<file path="config.mk">
export PLATFORM = sky130hd
export DESIGN_NAME = seg_display_scan
export DESIGN_NICKNAME = d
export VERILOG_FILES = /design/src/rtl/seg_display_pkg.sv /design/src/rtl/seg_hex_decode.sv /design/src/rtl/seg_display_scan.sv
export SDC_FILE = /design/constraint.sdc
export NUM_CORES = 1
export LEC_CHECK = 0
export CORE_MARGIN = 2
export CORE_UTILIZATION = 45
export DETAILED_ROUTE_END_ITERATION = 16
export PLACE_DENSITY = 0.7
export SLEW_MARGIN = 20
export SYNTH_ARGS = -nofsm -noshare
export SYNTH_HDL_FRONTEND = slang
export SYNTH_SLANG_ARGS = --single-unit
</file>
<file path="constraint.sdc">
create_clock -name clk -period 3.3 [get_ports clk]
set_input_delay 0.495 -clock clk [delete_from_list [all_inputs] [get_ports clk]]
set_output_delay 0.495 -clock clk [all_outputs]
set_load 0.01 [all_outputs]
</file>
<file path="src/rtl/seg_display_pkg.sv">
// Shared types and constants for the multiplexed 7-segment display driver.
package seg_display_pkg;

  typedef enum logic [1:0] {
    S_OFF   = 2'd0,
    S_BLANK = 2'd1,
    S_SHOW  = 2'd2
  } state_t;

  localparam int              MAX_DIGITS = 8;
  localparam logic [7:0]      SEG_OFF    = 8'hFF;
  localparam logic [MAX_DIGITS-1:0] AN_OFF = '1;

  // Active-low {g,f,e,d,c,b,a} codes, indexed by hex value (entry 0 is last).
  localparam logic [15:0][6:0] SEG7_TABLE = {
    7'h0E, 7'h06, 7'h21, 7'h46, 7'h03, 7'h08, 7'h10, 7'h00,
    7'h78, 7'h02, 7'h12, 7'h19, 7'h30, 7'h24, 7'h79, 7'h40
  };

endpackage

</file>
<file path="src/rtl/seg_hex_decode.sv">
// Nibble plus decimal-point enable to active-low {dp,g,f,e,d,c,b,a}.
module seg_hex_decode
  import seg_display_pkg::*;
(
  input  logic [3:0] i_nib,
  input  logic       i_dp_on,
  output logic [7:0] o_seg
);

  assign o_seg = {~i_dp_on, SEG7_TABLE[i_nib]};

endmodule

</file>
<file path="src/rtl/seg_display_scan.sv">
// Time-multiplexed common-anode 7-segment scanner with per-frame snapshot
// and an all-dark blanking gap ahead of every digit slot.
module seg_display_scan
  import seg_display_pkg::*;
#(
  parameter int NUM_DIGITS   = 8,
  parameter int BLANK_CYCLES = 4
)(
  input  logic                    clk,
  input  logic                    rst_n,
  input  logic                    tick,
  input  logic [4*NUM_DIGITS-1:0] data,
  input  logic [NUM_DIGITS-1:0]   digit_en,
  input  logic [NUM_DIGITS-1:0]   dp_en,
  output logic [NUM_DIGITS-1:0]   an,
  output logic [7:0]              seg,
  output logic                    frame_start
);

  localparam int IDX_W = (NUM_DIGITS > 1) ? $clog2(NUM_DIGITS) : 1;
  localparam int CNT_W = $clog2(BLANK_CYCLES + 1);
  localparam logic [IDX_W-1:0] IDX_LAST  = IDX_W'(NUM_DIGITS - 1);
  localparam logic [CNT_W-1:0] CNT_LAST  = CNT_W'(BLANK_CYCLES - 1);

  state_t                   r_state, w_state_nxt;
  logic [IDX_W-1:0]         r_idx,   w_idx_nxt;
  logic [CNT_W-1:0]         r_cnt,   w_cnt_nxt;
  logic                     w_snap;

  logic [4*NUM_DIGITS-1:0]  r_snap_data;
  logic [NUM_DIGITS-1:0]    r_snap_en;
  logic [NUM_DIGITS-1:0]    r_snap_dp;

  logic [3:0]               w_nib;
  logic                     w_en;
  logic                     w_dp;
  logic                     w_lit;
  logic                     w_frame;
  logic [NUM_DIGITS-1:0]    w_an;
  logic [7:0]               w_seg;

  // State, slot index and blank counter registers
  always_ff @(posedge clk or negedge rst_n) begin
    if (!rst_n) begin
      r_state <= S_OFF;
      r_idx   <= '0;
      r_cnt   <= '0;
    end else begin
      r_state <= w_state_nxt;
      r_idx   <= w_idx_nxt;
      r_cnt   <= w_cnt_nxt;
    end
  end

  // Next-state: ticks advance the slot from S_OFF/S_SHOW; ticks in S_BLANK are dropped
  always_comb begin
    w_state_nxt = r_state;
    w_idx_nxt   = r_idx;
    w_cnt_nxt   = r_cnt;
    w_snap      = 1'b0;
    case (r_state)
      S_OFF: begin
        if (tick) begin
          w_state_nxt = S_BLANK;
          w_idx_nxt   = '0;
          w_cnt_nxt   = '0;
          w_snap      = 1'b1;
        end
      end
      S_BLANK: begin
        if (r_cnt == CNT_LAST) begin
          w_state_nxt = S_SHOW;
          w_cnt_nxt   = '0;
        end else begin
          w_cnt_nxt   = r_cnt + CNT_W'(1);
        end
      end
      S_SHOW: begin
        if (tick) begin
          w_state_nxt = S_BLANK;
          w_cnt_nxt   = '0;
          if (r_idx == IDX_LAST) begin
            w_idx_nxt = '0;
            w_snap    = 1'b1;
          end else begin
            w_idx_nxt = r_idx + IDX_W'(1);
          end
        end
      end
      default: w_state_nxt = S_OFF;
    endcase
  end

  // Frame snapshot, taken on the edge that enters digit 0's blanking gap
  always_ff @(posedge clk or negedge rst_n) begin
    if (!rst_n) begin
      r_snap_data <= '0;
      r_snap_en   <= '0;
      r_snap_dp   <= '0;
    end else if (w_snap) begin
      r_snap_data <= data;
      r_snap_en   <= digit_en;
      r_snap_dp   <= dp_en;
    end
  end

  // Select the current digit's snapshot fields and build the anode pattern
  always_comb begin
    w_nib = '0;
    w_en  = 1'b0;
    w_dp  = 1'b0;
    for (int i = 0; i < NUM_DIGITS; i++) begin
      if (r_idx == IDX_W'(i)) begin
        w_nib = r_snap_data[i*4 +: 4];
        w_en  = r_snap_en[i];
        w_dp  = r_snap_dp[i];
      end
    end
    // A disabled digit still consumes its slot, just dark
    w_lit   = (r_state == S_SHOW) && w_en;
    w_frame = (r_state == S_BLANK) && (r_idx == '0) && (r_cnt == '0);
    for (int i = 0; i < NUM_DIGITS; i++) begin
      w_an[i] = !(w_lit && (r_idx == IDX_W'(i)));
    end
  end

  seg_hex_decode u_dec (
    .i_nib   (w_nib),
    .i_dp_on (w_dp),
    .o_seg   (w_seg)
  );

  // Registered display outputs; reset blanks them immediately
  always_ff @(posedge clk or negedge rst_n) begin
    if (!rst_n) begin
      an          <= AN_OFF[NUM_DIGITS-1:0];
      seg         <= SEG_OFF;
      frame_start <= 1'b0;
    end else begin
      an          <= w_an;
      seg         <= w_lit ? w_seg : SEG_OFF;
      frame_start <= w_frame;
    end
  end

endmodule
</file>
==> flow_summary.toml <==
[floorplan]
ioPinCount = 68
die-area_mm2 = 0.00896
start_util_pct = 45.7
core.rowCount = 33
core_region_area_mm2 = 0.00809
die_w_um = 94.7
dieHeight_um = 94.7

[synth]
postSynthAreaPerCell_um2 = 11.3
yosysUniqueCellTypes = 53
synth.top_cells.by_area = "dfrtp_1 (39%), mux2_2 (12%), dfstp_2 (11%), ha_1 (5.1%), a21oi_1 (2.7%)"
yosysMostFrequentCell = "dfrtp_1"
ys_ff_latch = 73
synth-edff-count = 0
synth_commonest_cells = "dfrtp_1 (57), mux2_2 (41), nand2_1 (21), a21oi_1 (20), dfstp_2 (16)"
ys_seq_area_share_pct = 49.9
synth_area_mm2 = 0.00370
synth_area_leader_cell = "dfrtp_1"
synth_top_area_share_pct = 38.6
synth_nets = 394
syn_inst = 328
ys_warn_count = 0
synth_async_sr_flop_share_pct = 100
synth-main-ff-cell = "dfrtp_1"

[cells_and_area]
syn_to_final_growth_pct = 25.8
n_antenna_cell = 0
final_util_pct = 57.5
filler_cell_count = 716
drive_gt1_share_pct = 23.7
final_cells = 502
nets = 458

[global_routing]
track_usage_pct = 19.2
met3_usage_pct = 4.87
busiest_layer = "met2"
grt_pass1_wl_mm = 13.1
use_met1_pct = 26.1
grt_pass1_vias = 2708
gr-total-overflow = 0
grt_use_met2_pct = 29.6
antenna_found_initial = 0
grt_max_degree = 56

[clock_network]
clockRootBuffer = "clkbuf_8"
cts_tree = "yes"
cts-htree-levels = 3
cts-buffers-inserted = 9
clock_path_buffers = 2
cts-resized-gates = 0
cts_setup_buffers = 0
path_clk_slew_ns = 0.08
insertion_delay_ns = 0.35
cts.sinks = 73
cts_hold_buf = 0

[critical_path]
slowest_stage = "ha_1"
worstPathCellList = "inv_1, ha_1, nand3b_1, a2111oi_2, o22ai_1, a21o_1, ha_1, nor2_1, a211oi_1, o21ai_1"
end_kind = "register"
cp_slowest_stage_delay_ns = 0.61
crit_type = "reg -> reg"
worst_ep_required_time_ns = 3.56
cp_top_family = "compound AO/OA/AOI/OAI gates"
reg2reg_from = "r_idx[0]"
crit_path_start_kind = "register"
path_buf_inv = 1
critPathArrivalTime_ns = 3.21
timing.reg2reg.setup_slack_ns = 0.35
cpMostUsedCell = "ha_1"
reg2reg_depth = 10
critPathMaxFanout = 18
r2r_end = "seg[3]"

[timing]
hold_viol = 0
fin_crit_ns = 2.95
clock_skew_ns = 0.00925
worstMarginPinSlew_ns = 0.700
timing.setup.tns_ns = 0
rsz0062_at_grt = "false"
slew_headroom_pct = 53.4
fmax_mhz = 339
whs_ns = 0.0608
setup_viol_count_final = 0
final_max_slew_viol_count = 0
fin_crit_sh_pct = 89.3

[detailed_routing]
via_per_inst = 5.39
avgRoutedWirePerCell_um = 15.7
drtPass1Iterations = 5
vias = 2704
drc_errors = 0
drt_iter0_drc = 163
totalWireLength_mm = 7.89
ant_nets = 0

[run]
maxCapViolations = 0

[place]
numPortBuffers = 67
dp.cells = 486
dp_hpwl_mm = 5.59
gp_congestion = 0.818

[pwr]
ir_worst_vdd_mv = 0.338
p_per_area_mw_per_mm2 = 860
leakagePower_uw = 0.00192

[outcome]
status = "finished, final reports clean"

[hold_path]
hold_class = "in -> async"
worst reg2reg max path, stage by stage, from the launching register on:
cell,delay (ns)
dfrtp_1,0.42
inv_1,0.10
ha_1,0.61
nand3b_1,0.18
a2111oi_2,0.38
o22ai_1,0.15
a21o_1,0.28
ha_1,0.34
nor2_1,0.05
a211oi_1,0.25
o21ai_1,0.10
cell families after synthesis:
group	after synthesis	synth area share, %
buffers and inverters	39	5.38
AO/OA/AOI/OAI	74	14.0
multiplexers	44	13.3
AND/OR/NAND/NOR	83	12.3
flip-flops	73	49.9
adder cells (fa/ha/maj)	15	5.07
how the worst max path moves through the flow:
stage	slack, ns	cells past startpoint	endpoint	startpoint
detailed placement	0.44	10	seg[0]	r_idx[0]
CTS	0.41	10	seg[3]	r_idx[0]
finish	0.35	10	seg[3]	r_idx[0]
global route	0.11	12	seg[3]	r_idx[0]
floorplan	0.60	15	seg[3]	r_idx[2]
global placement	0.54	10	seg[3]	r_idx[0]
layer usage:
| layer | up-vias | wire length, µm |
|---|---|---|
| li1 | 1288 | - |
| met1 | 1331 | 3670 |
| met2 | 73 | 3690 |
| met3 | 12 | 387 |
| met4 | 0 | 142 |
| met5 | - | 0 |
layout make-up:
cell class	count	area, µm²	area share, %
Inverter	17	63.8	1.37
Clock buffer	11	151	3.25
Timing Repair Buffer	75	726	15.6
Clock inverter	5	77.6	1.67
Sequential cell	73	1850	39.7
Multi-Input combinational cell	216	1660	35.6
Tap cell	105	131	2.82
cell usage in the layout (no fill, tap or decap), types with 7 or more instances in the layout:
cell	netlist	layout
nor2b_1	11	11
mux2_2	41	41
o21ai_0	13	13
a21oi_1	20	20
clkbuf_8	0	11
buf_4	3	8
nand3_1	7	7
ha_1	15	15
nand2_1	21	21
inv_1	15	15
nor2_1	12	12
clkdlybuf4s50_1	0	66
dfstp_2	16	16
dfrtp_1	57	57
nand2b_1	7	7
per-stage QoR:
stage               instance area (µm²)  setup WS [ns]  power (µW)
finish                             4660          0.352        4010
global placement                   4430          0.545        3120
detailed placement                 4430          0.443        3200
CTS                                4660          0.408        4010
floorplan                          3700          0.597        2780
global route                       4660          0.105        4310
registers in the layout, summed over array words and instances (netlist names):
name,count
r_snap_data,32
an,8
r_snap_dp,8
r_snap_en,8
seg,8
r_cnt,3
r_idx,3
r_state,2
frame_start,1
power by group:
part	leakage, µW	total [µW]	internal [µW]	switching, µW
logic	0.000951	1740	835	902
registers	0.000855	1480	1250	230
clock network	0.000115	790	464	326
total	0.00192	4010	2550	1460
(Power assumes the default switching activity.)
